<file path="config.mk">
export PLATFORM = sky130hd
export DESIGN_NAME = axi_req_master_flat
export DESIGN_NICKNAME = d
export VERILOG_FILES = /design/src/rtl/axi_req_master_if.sv /design/src/rtl/axi_req_master.sv /design/src/flat_wrapper.sv
export SDC_FILE = /design/constraint.sdc
export NUM_CORES = 1
export LEC_CHECK = 0
export ABC_CLOCK_PERIOD_IN_PS = 1850
export BUFFER_PORTS_ARGS = -buffer_cell sky130_fd_sc_hd__buf_2
export CORE_AREA = 2 2 168 170
export DETAILED_ROUTE_END_ITERATION = 16
export DIE_AREA = 0 0 170 172
export PLACE_DENSITY = 0.57
export SLEW_MARGIN = 10
export SYNTH_ARGS = -nofsm -noshare
export SYNTH_HDL_FRONTEND = slang
export SYNTH_SLANG_ARGS = --single-unit
export TNS_END_PERCENT = 5
</file>
<file path="constraint.sdc">
create_clock -name clk_i -period 1.85 [get_ports clk_i]
set_input_delay 0.185 -clock clk_i [delete_from_list [all_inputs] [get_ports clk_i]]
set_output_delay 0.185 -clock clk_i [all_outputs]
set_load 0.05 [all_outputs]
</file>
<file path="src/rtl/axi_req_master_if.sv">
// AXI4 bus bundle shared by initiator and target sides.
interface AXI_BUS #(
  parameter int unsigned AXI_ADDR_WIDTH = 32,
  parameter int unsigned AXI_DATA_WIDTH = 32,
  parameter int unsigned AXI_ID_WIDTH   = 16,
  parameter int unsigned AXI_USER_WIDTH = 10
);
  localparam int unsigned AXI_STRB_WIDTH = AXI_DATA_WIDTH / 8;

  logic [AXI_ID_WIDTH-1:0]   aw_id;
  logic [AXI_ADDR_WIDTH-1:0] aw_addr;
  logic [7:0]                aw_len;
  logic [2:0]                aw_size;
  logic [1:0]                aw_burst;
  logic                      aw_lock;
  logic [3:0]                aw_cache;
  logic [2:0]                aw_prot;
  logic [3:0]                aw_qos;
  logic [3:0]                aw_region;
  logic [5:0]                aw_atop;
  logic [AXI_USER_WIDTH-1:0] aw_user;
  logic                      aw_valid;
  logic                      aw_ready;

  logic [AXI_DATA_WIDTH-1:0] w_data;
  logic [AXI_STRB_WIDTH-1:0] w_strb;
  logic                      w_last;
  logic [AXI_USER_WIDTH-1:0] w_user;
  logic                      w_valid;
  logic                      w_ready;

  logic [AXI_ID_WIDTH-1:0]   b_id;
  logic [1:0]                b_resp;
  logic [AXI_USER_WIDTH-1:0] b_user;
  logic                      b_valid;
  logic                      b_ready;

  logic [AXI_ID_WIDTH-1:0]   ar_id;
  logic [AXI_ADDR_WIDTH-1:0] ar_addr;
  logic [7:0]                ar_len;
  logic [2:0]                ar_size;
  logic [1:0]                ar_burst;
  logic                      ar_lock;
  logic [3:0]                ar_cache;
  logic [2:0]                ar_prot;
  logic [3:0]                ar_qos;
  logic [3:0]                ar_region;
  logic [AXI_USER_WIDTH-1:0] ar_user;
  logic                      ar_valid;
  logic                      ar_ready;

  logic [AXI_ID_WIDTH-1:0]   r_id;
  logic [AXI_DATA_WIDTH-1:0] r_data;
  logic [1:0]                r_resp;
  logic                      r_last;
  logic [AXI_USER_WIDTH-1:0] r_user;
  logic                      r_valid;
  logic                      r_ready;

  modport Master (
    output aw_id, aw_addr, aw_len, aw_size, aw_burst, aw_lock, aw_cache, aw_prot,
           aw_qos, aw_region, aw_atop, aw_user, aw_valid,
    input  aw_ready,
    output w_data, w_strb, w_last, w_user, w_valid,
    input  w_ready,
    input  b_id, b_resp, b_user, b_valid,
    output b_ready,
    output ar_id, ar_addr, ar_len, ar_size, ar_burst, ar_lock, ar_cache, ar_prot,
           ar_qos, ar_region, ar_user, ar_valid,
    input  ar_ready,
    input  r_id, r_data, r_resp, r_last, r_user, r_valid,
    output r_ready
  );

  modport Slave (
    input  aw_id, aw_addr, aw_len, aw_size, aw_burst, aw_lock, aw_cache, aw_prot,
           aw_qos, aw_region, aw_atop, aw_user, aw_valid,
    output aw_ready,
    input  w_data, w_strb, w_last, w_user, w_valid,
    output w_ready,
    output b_id, b_resp, b_user, b_valid,
    input  b_ready,
    input  ar_id, ar_addr, ar_len, ar_size, ar_burst, ar_lock, ar_cache, ar_prot,
           ar_qos, ar_region, ar_user, ar_valid,
    output ar_ready,
    output r_id, r_data, r_resp, r_last, r_user, r_valid,
    input  r_ready
  );
endinterface

</file>
<file path="src/rtl/axi_req_master.sv">
// Core request/grant port to AXI4 initiator bridge: one single-beat
// transaction in flight, response delivered as a one-cycle rvalid_o pulse.
module axi_req_master #(
  parameter int unsigned AXI_ADDR_WIDTH = 32,
  parameter int unsigned AXI_DATA_WIDTH = 32,
  parameter int unsigned AXI_ID_WIDTH   = 16,
  parameter int unsigned AXI_USER_WIDTH = 10,
  parameter int unsigned AXI_ID         = 0
) (
  input  logic                        clk_i,
  input  logic                        rst_ni,
  input  logic                        req_i,
  input  logic                        we_i,
  input  logic [AXI_DATA_WIDTH/8-1:0] be_i,
  input  logic [AXI_ADDR_WIDTH-1:0]   addr_i,
  input  logic [AXI_DATA_WIDTH-1:0]   wdata_i,
  output logic                        gnt_o,
  output logic                        rvalid_o,
  output logic [AXI_DATA_WIDTH-1:0]   rdata_o,
  output logic                        err_o,
  AXI_BUS.Master                      AXI_Master
);

  localparam int unsigned STRB_W = AXI_DATA_WIDTH / 8;
  localparam logic [2:0]  AXSIZE = 3'($clog2(STRB_W));

  typedef enum logic [2:0] {IDLE, WRITE, WRESP, READ, RDATA} state_e;

  state_e                    state_q, state_d;
  logic [AXI_ADDR_WIDTH-1:0] addr_q, addr_d;
  logic [STRB_W-1:0]         be_q, be_d;
  logic [AXI_DATA_WIDTH-1:0] wdata_q, wdata_d;
  logic                      aw_done_q, aw_done_d;
  logic                      w_done_q, w_done_d;
  logic                      rvalid_q, rvalid_d;
  logic [AXI_DATA_WIDTH-1:0] rdata_q, rdata_d;
  logic                      err_q, err_d;

  logic aw_valid, w_valid, aw_hs, w_hs;

  // Each write channel stays valid until its own handshake has been recorded.
  assign aw_valid = (state_q == WRITE) && !aw_done_q;
  assign w_valid  = (state_q == WRITE) && !w_done_q;
  assign aw_hs    = aw_valid && AXI_Master.aw_ready;
  assign w_hs     = w_valid && AXI_Master.w_ready;

  assign AXI_Master.aw_id     = AXI_ID_WIDTH'(AXI_ID);
  assign AXI_Master.aw_addr   = addr_q;
  assign AXI_Master.aw_len    = '0;
  assign AXI_Master.aw_size   = AXSIZE;
  assign AXI_Master.aw_burst  = 2'b01;
  assign AXI_Master.aw_lock   = 1'b0;
  assign AXI_Master.aw_cache  = '0;
  assign AXI_Master.aw_prot   = '0;
  assign AXI_Master.aw_qos    = '0;
  assign AXI_Master.aw_region = '0;
  assign AXI_Master.aw_atop   = '0;
  assign AXI_Master.aw_user   = '0;
  assign AXI_Master.aw_valid  = aw_valid;

  assign AXI_Master.w_data    = wdata_q;
  assign AXI_Master.w_strb    = be_q;
  assign AXI_Master.w_last    = 1'b1;
  assign AXI_Master.w_user    = '0;
  assign AXI_Master.w_valid   = w_valid;

  assign AXI_Master.b_ready   = (state_q == WRESP);

  assign AXI_Master.ar_id     = AXI_ID_WIDTH'(AXI_ID);
  assign AXI_Master.ar_addr   = addr_q;
  assign AXI_Master.ar_len    = '0;
  assign AXI_Master.ar_size   = AXSIZE;
  assign AXI_Master.ar_burst  = 2'b01;
  assign AXI_Master.ar_lock   = 1'b0;
  assign AXI_Master.ar_cache  = '0;
  assign AXI_Master.ar_prot   = '0;
  assign AXI_Master.ar_qos    = '0;
  assign AXI_Master.ar_region = '0;
  assign AXI_Master.ar_user   = '0;
  assign AXI_Master.ar_valid  = (state_q == READ);

  assign AXI_Master.r_ready   = (state_q == RDATA);

  assign rvalid_o = rvalid_q;
  assign rdata_o  = rdata_q;
  assign err_o    = err_q;

  // Next-state, grant and response capture.
  always_comb begin
    state_d   = state_q;
    addr_d    = addr_q;
    be_d      = be_q;
    wdata_d   = wdata_q;
    aw_done_d = aw_done_q;
    w_done_d  = w_done_q;
    rvalid_d  = 1'b0;
    rdata_d   = rdata_q;
    err_d     = err_q;
    gnt_o     = 1'b0;
    unique case (state_q)
      IDLE: begin
        if (req_i && rst_ni) begin
          gnt_o   = 1'b1;
          addr_d  = addr_i;
          be_d    = be_i;
          wdata_d = wdata_i;
          state_d = we_i ? WRITE : READ;
        end
      end
      WRITE: begin
        aw_done_d = aw_done_q | aw_hs;
        w_done_d  = w_done_q | w_hs;
        // Both in one cycle go straight on; otherwise wait for both flags.
        if ((aw_hs && w_hs) || (aw_done_q && w_done_q)) begin
          state_d   = WRESP;
          aw_done_d = 1'b0;
          w_done_d  = 1'b0;
        end
      end
      WRESP: begin
        if (AXI_Master.b_valid) begin
          state_d  = IDLE;
          rvalid_d = 1'b1;
          rdata_d  = '0;
          err_d    = AXI_Master.b_resp[1];
        end
      end
      READ: begin
        if (AXI_Master.ar_ready) state_d = RDATA;
      end
      RDATA: begin
        if (AXI_Master.r_valid) begin
          state_d  = IDLE;
          rvalid_d = 1'b1;
          rdata_d  = AXI_Master.r_data;
          err_d    = AXI_Master.r_resp[1];
        end
      end
      default: state_d = IDLE;
    endcase
  end

  // State and registered payload/response, synchronous active-low reset.
  always_ff @(posedge clk_i) begin
    if (!rst_ni) begin
      state_q   <= IDLE;
      addr_q    <= '0;
      be_q      <= '0;
      wdata_q   <= '0;
      aw_done_q <= 1'b0;
      w_done_q  <= 1'b0;
      rvalid_q  <= 1'b0;
      rdata_q   <= '0;
      err_q     <= 1'b0;
    end else begin
      state_q   <= state_d;
      addr_q    <= addr_d;
      be_q      <= be_d;
      wdata_q   <= wdata_d;
      aw_done_q <= aw_done_d;
      w_done_q  <= w_done_d;
      rvalid_q  <= rvalid_d;
      rdata_q   <= rdata_d;
      err_q     <= err_d;
    end
  end

endmodule
</file>
<file path="src/flat_wrapper.sv">
// flat-port wrapper written by rule: the top's interface ports become plain ports
module axi_req_master_flat 
#(
  parameter int unsigned AXI_ADDR_WIDTH = 32,
  parameter int unsigned AXI_DATA_WIDTH = 32,
  parameter int unsigned AXI_ID_WIDTH   = 16,
  parameter int unsigned AXI_USER_WIDTH = 10,
  parameter int unsigned AXI_ID         = 0
)
  (clk_i, rst_ni, req_i, we_i, be_i, addr_i, wdata_i, gnt_o, rvalid_o, rdata_o, err_o, AXI_Master_aw_id, AXI_Master_aw_addr, AXI_Master_aw_len, AXI_Master_aw_size, AXI_Master_aw_burst, AXI_Master_aw_lock, AXI_Master_aw_cache, AXI_Master_aw_prot, AXI_Master_aw_qos, AXI_Master_aw_region, AXI_Master_aw_atop, AXI_Master_aw_user, AXI_Master_aw_valid, AXI_Master_aw_ready, AXI_Master_w_data, AXI_Master_w_strb, AXI_Master_w_last, AXI_Master_w_user, AXI_Master_w_valid, AXI_Master_w_ready, AXI_Master_b_id, AXI_Master_b_resp, AXI_Master_b_user, AXI_Master_b_valid, AXI_Master_b_ready, AXI_Master_ar_id, AXI_Master_ar_addr, AXI_Master_ar_len, AXI_Master_ar_size, AXI_Master_ar_burst, AXI_Master_ar_lock, AXI_Master_ar_cache, AXI_Master_ar_prot, AXI_Master_ar_qos, AXI_Master_ar_region, AXI_Master_ar_user, AXI_Master_ar_valid, AXI_Master_ar_ready, AXI_Master_r_id, AXI_Master_r_data, AXI_Master_r_resp, AXI_Master_r_last, AXI_Master_r_user, AXI_Master_r_valid, AXI_Master_r_ready);
  AXI_BUS #(.AXI_ADDR_WIDTH(AXI_ADDR_WIDTH), .AXI_DATA_WIDTH(AXI_DATA_WIDTH), .AXI_ID_WIDTH(AXI_ID_WIDTH), .AXI_USER_WIDTH(AXI_USER_WIDTH)) AXI_Master_i ();
  input  logic clk_i;
  input  logic rst_ni;
  input  logic req_i;
  input  logic we_i;
  input  logic [AXI_DATA_WIDTH/8-1:0] be_i;
  input  logic [AXI_ADDR_WIDTH-1:0] addr_i;
  input  logic [AXI_DATA_WIDTH-1:0] wdata_i;
  output logic gnt_o;
  output logic rvalid_o;
  output logic [AXI_DATA_WIDTH-1:0] rdata_o;
  output logic err_o;
  output wire logic [$bits(AXI_Master_i.aw_id)-1:0] AXI_Master_aw_id;
  output wire logic [$bits(AXI_Master_i.aw_addr)-1:0] AXI_Master_aw_addr;
  output wire logic [$bits(AXI_Master_i.aw_len)-1:0] AXI_Master_aw_len;
  output wire logic [$bits(AXI_Master_i.aw_size)-1:0] AXI_Master_aw_size;
  output wire logic [$bits(AXI_Master_i.aw_burst)-1:0] AXI_Master_aw_burst;
  output wire logic [$bits(AXI_Master_i.aw_lock)-1:0] AXI_Master_aw_lock;
  output wire logic [$bits(AXI_Master_i.aw_cache)-1:0] AXI_Master_aw_cache;
  output wire logic [$bits(AXI_Master_i.aw_prot)-1:0] AXI_Master_aw_prot;
  output wire logic [$bits(AXI_Master_i.aw_qos)-1:0] AXI_Master_aw_qos;
  output wire logic [$bits(AXI_Master_i.aw_region)-1:0] AXI_Master_aw_region;
  output wire logic [$bits(AXI_Master_i.aw_atop)-1:0] AXI_Master_aw_atop;
  output wire logic [$bits(AXI_Master_i.aw_user)-1:0] AXI_Master_aw_user;
  output wire logic [$bits(AXI_Master_i.aw_valid)-1:0] AXI_Master_aw_valid;
  input wire logic [$bits(AXI_Master_i.aw_ready)-1:0] AXI_Master_aw_ready;
  output wire logic [$bits(AXI_Master_i.w_data)-1:0] AXI_Master_w_data;
  output wire logic [$bits(AXI_Master_i.w_strb)-1:0] AXI_Master_w_strb;
  output wire logic [$bits(AXI_Master_i.w_last)-1:0] AXI_Master_w_last;
  output wire logic [$bits(AXI_Master_i.w_user)-1:0] AXI_Master_w_user;
  output wire logic [$bits(AXI_Master_i.w_valid)-1:0] AXI_Master_w_valid;
  input wire logic [$bits(AXI_Master_i.w_ready)-1:0] AXI_Master_w_ready;
  input wire logic [$bits(AXI_Master_i.b_id)-1:0] AXI_Master_b_id;
  input wire logic [$bits(AXI_Master_i.b_resp)-1:0] AXI_Master_b_resp;
  input wire logic [$bits(AXI_Master_i.b_user)-1:0] AXI_Master_b_user;
  input wire logic [$bits(AXI_Master_i.b_valid)-1:0] AXI_Master_b_valid;
  output wire logic [$bits(AXI_Master_i.b_ready)-1:0] AXI_Master_b_ready;
  output wire logic [$bits(AXI_Master_i.ar_id)-1:0] AXI_Master_ar_id;
  output wire logic [$bits(AXI_Master_i.ar_addr)-1:0] AXI_Master_ar_addr;
  output wire logic [$bits(AXI_Master_i.ar_len)-1:0] AXI_Master_ar_len;
  output wire logic [$bits(AXI_Master_i.ar_size)-1:0] AXI_Master_ar_size;
  output wire logic [$bits(AXI_Master_i.ar_burst)-1:0] AXI_Master_ar_burst;
  output wire logic [$bits(AXI_Master_i.ar_lock)-1:0] AXI_Master_ar_lock;
  output wire logic [$bits(AXI_Master_i.ar_cache)-1:0] AXI_Master_ar_cache;
  output wire logic [$bits(AXI_Master_i.ar_prot)-1:0] AXI_Master_ar_prot;
  output wire logic [$bits(AXI_Master_i.ar_qos)-1:0] AXI_Master_ar_qos;
  output wire logic [$bits(AXI_Master_i.ar_region)-1:0] AXI_Master_ar_region;
  output wire logic [$bits(AXI_Master_i.ar_user)-1:0] AXI_Master_ar_user;
  output wire logic [$bits(AXI_Master_i.ar_valid)-1:0] AXI_Master_ar_valid;
  input wire logic [$bits(AXI_Master_i.ar_ready)-1:0] AXI_Master_ar_ready;
  input wire logic [$bits(AXI_Master_i.r_id)-1:0] AXI_Master_r_id;
  input wire logic [$bits(AXI_Master_i.r_data)-1:0] AXI_Master_r_data;
  input wire logic [$bits(AXI_Master_i.r_resp)-1:0] AXI_Master_r_resp;
  input wire logic [$bits(AXI_Master_i.r_last)-1:0] AXI_Master_r_last;
  input wire logic [$bits(AXI_Master_i.r_user)-1:0] AXI_Master_r_user;
  input wire logic [$bits(AXI_Master_i.r_valid)-1:0] AXI_Master_r_valid;
  output wire logic [$bits(AXI_Master_i.r_ready)-1:0] AXI_Master_r_ready;
  assign AXI_Master_aw_id = AXI_Master_i.aw_id;
  assign AXI_Master_aw_addr = AXI_Master_i.aw_addr;
  assign AXI_Master_aw_len = AXI_Master_i.aw_len;
  assign AXI_Master_aw_size = AXI_Master_i.aw_size;
  assign AXI_Master_aw_burst = AXI_Master_i.aw_burst;
  assign AXI_Master_aw_lock = AXI_Master_i.aw_lock;
  assign AXI_Master_aw_cache = AXI_Master_i.aw_cache;
  assign AXI_Master_aw_prot = AXI_Master_i.aw_prot;
  assign AXI_Master_aw_qos = AXI_Master_i.aw_qos;
  assign AXI_Master_aw_region = AXI_Master_i.aw_region;
  assign AXI_Master_aw_atop = AXI_Master_i.aw_atop;
  assign AXI_Master_aw_user = AXI_Master_i.aw_user;
  assign AXI_Master_aw_valid = AXI_Master_i.aw_valid;
  assign AXI_Master_i.aw_ready = AXI_Master_aw_ready;
  assign AXI_Master_w_data = AXI_Master_i.w_data;
  assign AXI_Master_w_strb = AXI_Master_i.w_strb;
  assign AXI_Master_w_last = AXI_Master_i.w_last;
  assign AXI_Master_w_user = AXI_Master_i.w_user;
  assign AXI_Master_w_valid = AXI_Master_i.w_valid;
  assign AXI_Master_i.w_ready = AXI_Master_w_ready;
  assign AXI_Master_i.b_id = AXI_Master_b_id;
  assign AXI_Master_i.b_resp = AXI_Master_b_resp;
  assign AXI_Master_i.b_user = AXI_Master_b_user;
  assign AXI_Master_i.b_valid = AXI_Master_b_valid;
  assign AXI_Master_b_ready = AXI_Master_i.b_ready;
  assign AXI_Master_ar_id = AXI_Master_i.ar_id;
  assign AXI_Master_ar_addr = AXI_Master_i.ar_addr;
  assign AXI_Master_ar_len = AXI_Master_i.ar_len;
  assign AXI_Master_ar_size = AXI_Master_i.ar_size;
  assign AXI_Master_ar_burst = AXI_Master_i.ar_burst;
  assign AXI_Master_ar_lock = AXI_Master_i.ar_lock;
  assign AXI_Master_ar_cache = AXI_Master_i.ar_cache;
  assign AXI_Master_ar_prot = AXI_Master_i.ar_prot;
  assign AXI_Master_ar_qos = AXI_Master_i.ar_qos;
  assign AXI_Master_ar_region = AXI_Master_i.ar_region;
  assign AXI_Master_ar_user = AXI_Master_i.ar_user;
  assign AXI_Master_ar_valid = AXI_Master_i.ar_valid;
  assign AXI_Master_i.ar_ready = AXI_Master_ar_ready;
  assign AXI_Master_i.r_id = AXI_Master_r_id;
  assign AXI_Master_i.r_data = AXI_Master_r_data;
  assign AXI_Master_i.r_resp = AXI_Master_r_resp;
  assign AXI_Master_i.r_last = AXI_Master_r_last;
  assign AXI_Master_i.r_user = AXI_Master_r_user;
  assign AXI_Master_i.r_valid = AXI_Master_r_valid;
  assign AXI_Master_r_ready = AXI_Master_i.r_ready;
  axi_req_master #(.AXI_ADDR_WIDTH(AXI_ADDR_WIDTH), .AXI_DATA_WIDTH(AXI_DATA_WIDTH), .AXI_ID_WIDTH(AXI_ID_WIDTH), .AXI_USER_WIDTH(AXI_USER_WIDTH), .AXI_ID(AXI_ID)) u_core (.clk_i(clk_i), .rst_ni(rst_ni), .req_i(req_i), .we_i(we_i), .be_i(be_i), .addr_i(addr_i), .wdata_i(wdata_i), .gnt_o(gnt_o), .rvalid_o(rvalid_o), .rdata_o(rdata_o), .err_o(err_o), .AXI_Master(AXI_Master_i));
endmodule
</file>
Yosys cells after proc, flatten, opt, wreduce, memory -nomap -nowiden
Cells that the tools add are included.

cells by class
  equal/unequal tests = 9
  reductions and logical operators = 15
  bitwise logic cells = 2
  multiplexer cells = 20

operators with widths
  kind                                                   count
  two-way mux 32 bit                                     2
  case mux 32 bit (2 select lines)                       1
  two-way mux 3 bit                                      5
  case mux 3 bit (5 select lines)                        1
  two-way mux 1 bit                                      8
  logical AND 1 bit                                      7
  equality test 3 x 2 -> 1 bit, second input constant    2
  inequality test 2 bit, second input constant           3
  AND reduction 5 bit                                    1
  inequality test 2 x 1 -> 1 bit, second input constant  2
  case mux 1 bit (2 select lines)                        2
  equality test 3 x 1 -> 1 bit, second input constant    1
  equality test 3 bit, second input constant             1
  zero test 3 bit                                        1
  AND reduction 3 bit                                    1
  zero test 1 bit                                        2
  two-way mux 2 bit                                      1
  OR 1 bit                                               2
  AND reduction 2 bit                                    1
  nonzero test 2 bit                                     1
  logical OR 1 bit                                       1

word-level totals
  bits in registers = 107
  input bits = 166
  word-level logic and storage cells = 55

Logic depth before layout (Yosys ltp)
  depth after elaboration = 7
  gate-level depth with buffers = 7
  gate-level depth less buffers = 3

Worst setup path after synthesis
No wires, ideal clock.

  kind = reg2reg
  start = reg u_core.state_q[2]
  end = reg u_core.err_q (netlist: u_core.err_o)
  setup slack = -446 ps
  arrival = 2177 ps
  stages on the path, launching flop included = 4
  required time = 1731 ps
  path buffers = 0
  cells stage by stage = dfxtp_1 > nor3b_1 > mux2i_1 > a21boi_1

between the ends
  word-level cells in the longest chain between the ends = 3
  elaborated cells between the ends (all ways) = 7
  classes of those cells = eq/ne (4); mux (1); reduce/logical (2)

RTL lines
  element                                                                       line                   source
  start, declared                                                               axi_req_master.sv:29   state_e state_q, state_d;
  start signal, assigned                                                        axi_req_master.sv:156  state_q <= state_d;
  equality test 3 bit (*)                                                       --
  named net AXI_Master_r_ready                                                  flat_wrapper.sv:67     output wire logic [$bits(AXI_Master_i.r_ready)-1:0] AXI_Master_r_ready;
  inequality test 2 bit (no source line) or nonzero test 2 bit (tied branches)  --
  AND reduction 3 bit (no source line)                                          --
  end signal, assigned                                                          axi_req_master.sv:164  err_q <= err_d;
  end, declared                                                                 axi_req_master.sv:37   logic err_q, err_d;

Mark *: on every way through the listed nets, which the timed path passes. The rest lies on a longest branch.
A chain may end at the register's enable or synchronous reset.

Worst setup path in the final report
  start = reg u_core.state_q[2]
  end = out AXI_Master_w_valid

between the ends
  word-level cells in the longest chain between the ends = 2

RTL lines
  element                       line                  source
  equality test 3 x 1 -> 1 bit  axi_req_master.sv:43  assign w_valid = (state_q == WRITE) && !w_done_q;
  logical AND 1 bit             axi_req_master.sv:43
  end, declared                 flat_wrapper.sv:41    output wire logic [$bits(AXI_Master_i.w_valid)-1:0] AXI_Master_w_valid;

No other way between the ends.

==> impl_metrics.ini <==
[status]
status = finished clean

[floorplan]
fp.dieH_um = 172
core_um2 = 27480
rows = 61
ios = 433
fp.dieW_um = 170
dieArea_um2 = 29240
initial_utilization_pct = 19.42

[yosys]
postSynth.asyncResetShare_pct = 0
yosys.area.top_type = dfxtp_1
synth_flop_cell = dfxtp_1
synthMuxAreaShare_pct = 0.3751
synth_most_common_cell = buf_4
synthAdderAreaFrac_pct = 0
synth_common_cells = buf_4, dfxtp_1, nand2_1
synthXorXnorAreaFrac_pct = 0
postSynthCellCount = 665
synth_area_leaders = dfxtp_1, buf_4, nand4_1, nand2_1, o21ai_0
synth_top_family_by_area = buffers and inverters
ys_types = 32
ys_seq_elements = 107
synth_compound_area_share_pct = 10.90
synth_edf_count = 0
synth-simple-area-share_pct = 20.84
synth_top_area_share_pct = 40.14
synth_area_um2 = 5336
syn_avg_cell_area_um2 = 8.025
yosys_warnings = 0
yosysSeqAreaShare_pct = 40.14

[drt]
drtIter0Drc = 150
dr.pass1.iters = 4
viasPerCell = 4.013
vias = 4820
ant_nets = 0
drcViolationCount = 0
finalWirelength_um = 16120
wl_per_cell_um = 13.42

[final_layout]
drive_above_1_share_pct = 33.92
fillCellCount = 3052
final_util_pct = 24.04
seq_area_um2 = 2150
stdcell_area_um2 = 6605
n_antenna_cell = 0
syn_to_final_growth_pct = 23.77
multiInputGateArea_um2 = 2235
fin_nets = 1017

[clock_tree]
cts.htree.levels = 3
clk_latency_ns = 0.35
cts_sinks = 107
numCtsBuffers = 9
clk_pin_slew_ns = 0.08
cts_tree = yes
ctsLongestPathBuffers = 2
hold_buffers = 0
postCtsSetupRepairBufs = 0
clockRootBuffer = clkbuf_16

[power]
p_per_area_nw_per_um2 = 1018
p_seq_share_pct = 38.0
ir_drop_v = 0.0002903
clkPwrFrac_pct = 30.3
finalPower_uw = 6723
switching_share_pct = 42.21
p_int_uw = 3885
switchingPower_uw = 2838
p_comb_share_pct = 31.7
leakage_uw = 0.003115

[worst_setup_path]
cp-end-kind = primary output
cp-start-kind = register
reg2reg_depth = 5
critical_path.startpoint = u_core.state_q[2]
r2r-start = u_core.state_q[0]
critPathKind = register to primary output
cp-endpoint = AXI_Master_w_valid
critical_path_required_ns = 1.66
cp_max_fo = 9
reg2reg_slack_ns = 0.27
cp.arrival_ns = 1.59
reg2reg_to = u_core.rdata_o[24]

[grt]
grt_use_total_pct = 10.45
grt_pass1_vias = 4216
grt_max_degree = 71
grt_pass1_wl_um = 23400
grt_antenna_before_repair = 1
overflow = 0

[sta]
worst_clock_skew_ns = 0.009648
fin_crit_sh_pct = 95.91
setup_viol = 0
drv_slew = 0
finalCriticalPeriod_ns = 1.774
fmax_mhz = 563.6
hold_violations = 0
rsz0062_at_grt = false

[place]
placed_cell_area_um2 = 6274
place.gp.congestion = 0.6929
dp_hpwl_um = 11430
port_buffers = 250

[run]
cap_violations = 0

[worst_hold_path]
worstHoldStart = wdata_i[25]
hold_path_class = primary input to register
==> per-layer routing <==
| metal | up-vias | share of wire (%) | track usage (%) |
|---|---|---|---|
| li1 | 2343 | - | - |
| met4 | 2 | 1.4 | 3.902 |
| met3 | 13 | 8.7 | 2.815 |
| met5 | - | 0.081 | 0 |
| met2 | 267 | 49 | 18.42 |
| met1 | 2195 | 41 | 12.14 |
==> power groups by stage <==
stage	Clock (uW)	Combinational [uW]	Sequential [uW]
6_report	2030	2130	2560
2_1_floorplan	0	1470	3090
3_5_place_dp	0	2130	2610
3_3_place_gp	0	2140	2610
5_1_grt	2200	2250	2580
4_1_cts	2130	2140	2560
==> cell type report <==
type                       count  area share, %
multi-input combinational    463          33.83
sequential                   107          32.54
tap                          346          6.554
timing repair buffer         265          22.26
clock inverter                 6          1.118
clock buffer                   9          3.410
inverter                       5         0.2841
==> state kept, by name, indices dropped and copies added (netlist names) <==
signal / flops
u_core.AXI_Master.w_data: 32
u_core.AXI_Master.w_strb: 4
u_core.AXI_Master.ar_addr: 32
u_core.state_q: 3
u_core.rdata_o: 32
u_core.err_o: 1
u_core.aw_done_q: 1
u_core.w_done_q: 1
u_core.rvalid_o: 1
==> stage by stage <==
stage,std cells,worst slack [ns],TNS [ns],hold slack [ns]
2_1_floorplan,790,-0.2247,-0.2499,0.3210
3_3_place_gp,1186,0.1367,0,0.4128
3_5_place_dp,1186,0.09875,0,0.4218
4_1_cts,1201,0.0005470,0,0.03330
5_1_grt,1201,0.01465,0,0.04876
6_report,1201,0.07575,0,0.05630
==> cell families (layout without fill, tap and decap cells) <==
kind of cell / count (synthesis) / count (layout)
buffers and inverters: 220 / 285
other: 2 / 127
multiplexers: 2 / 2
AND/OR/NAND/NOR: 222 / 222
flip-flops: 107 / 107
AO/OA/AOI/OAI: 112 / 112
==> worst max-delay path: stages, from the launching register on <==
cell and delay (ns):
dfxtp_4 0.41, or3b_2 0.51, nor2_1 0.12, buf_4 0.21
==> how the worst min path moves through the flow <==
stage | endpoint | slack [ns] | depth (start not counted)
after floorplan | u_core.rdata_o[0] | 0.32 | 2
after global placement | u_core.AXI_Master.ar_addr[0] | 0.41 | 3
after detailed placement | u_core.AXI_Master.w_data[14] | 0.42 | 3
after CTS | u_core.AXI_Master.w_data[14] | 0.03 | 3
after global routing | u_core.AXI_Master.w_data[6] | 0.05 | 3
final | u_core.AXI_Master.w_data[25] | 0.06 | 3
==> placed cells by master, fill, tap and decap left out, types with 2 or more instances in the layout <==
master,count
dfxtp_4,2
nand4_1,68
nor2_1,5
dfxtp_1,105
nand4bb_2,2
clkinvlp_4,2
buf_4,9
inv_1,4
nand2b_1,2
nand3_1,33
a31oi_1,3
buf_12,7
nand2_1,102
mux2i_1,2
buf_2,247
clkbuf_16,9
a21oi_1,34
nor3b_1,2
conb_1,127
o21ai_0,70
==> repair_timing <==
action | 4_1_cts | 5_1_grt
setup endpoints to repair | 6 | 4
gates cloned | 0 | 0
gates resized for setup | 6 | 5
pin swaps | 1 | 0
Note: power is estimated with default switching activity, not from simulation.
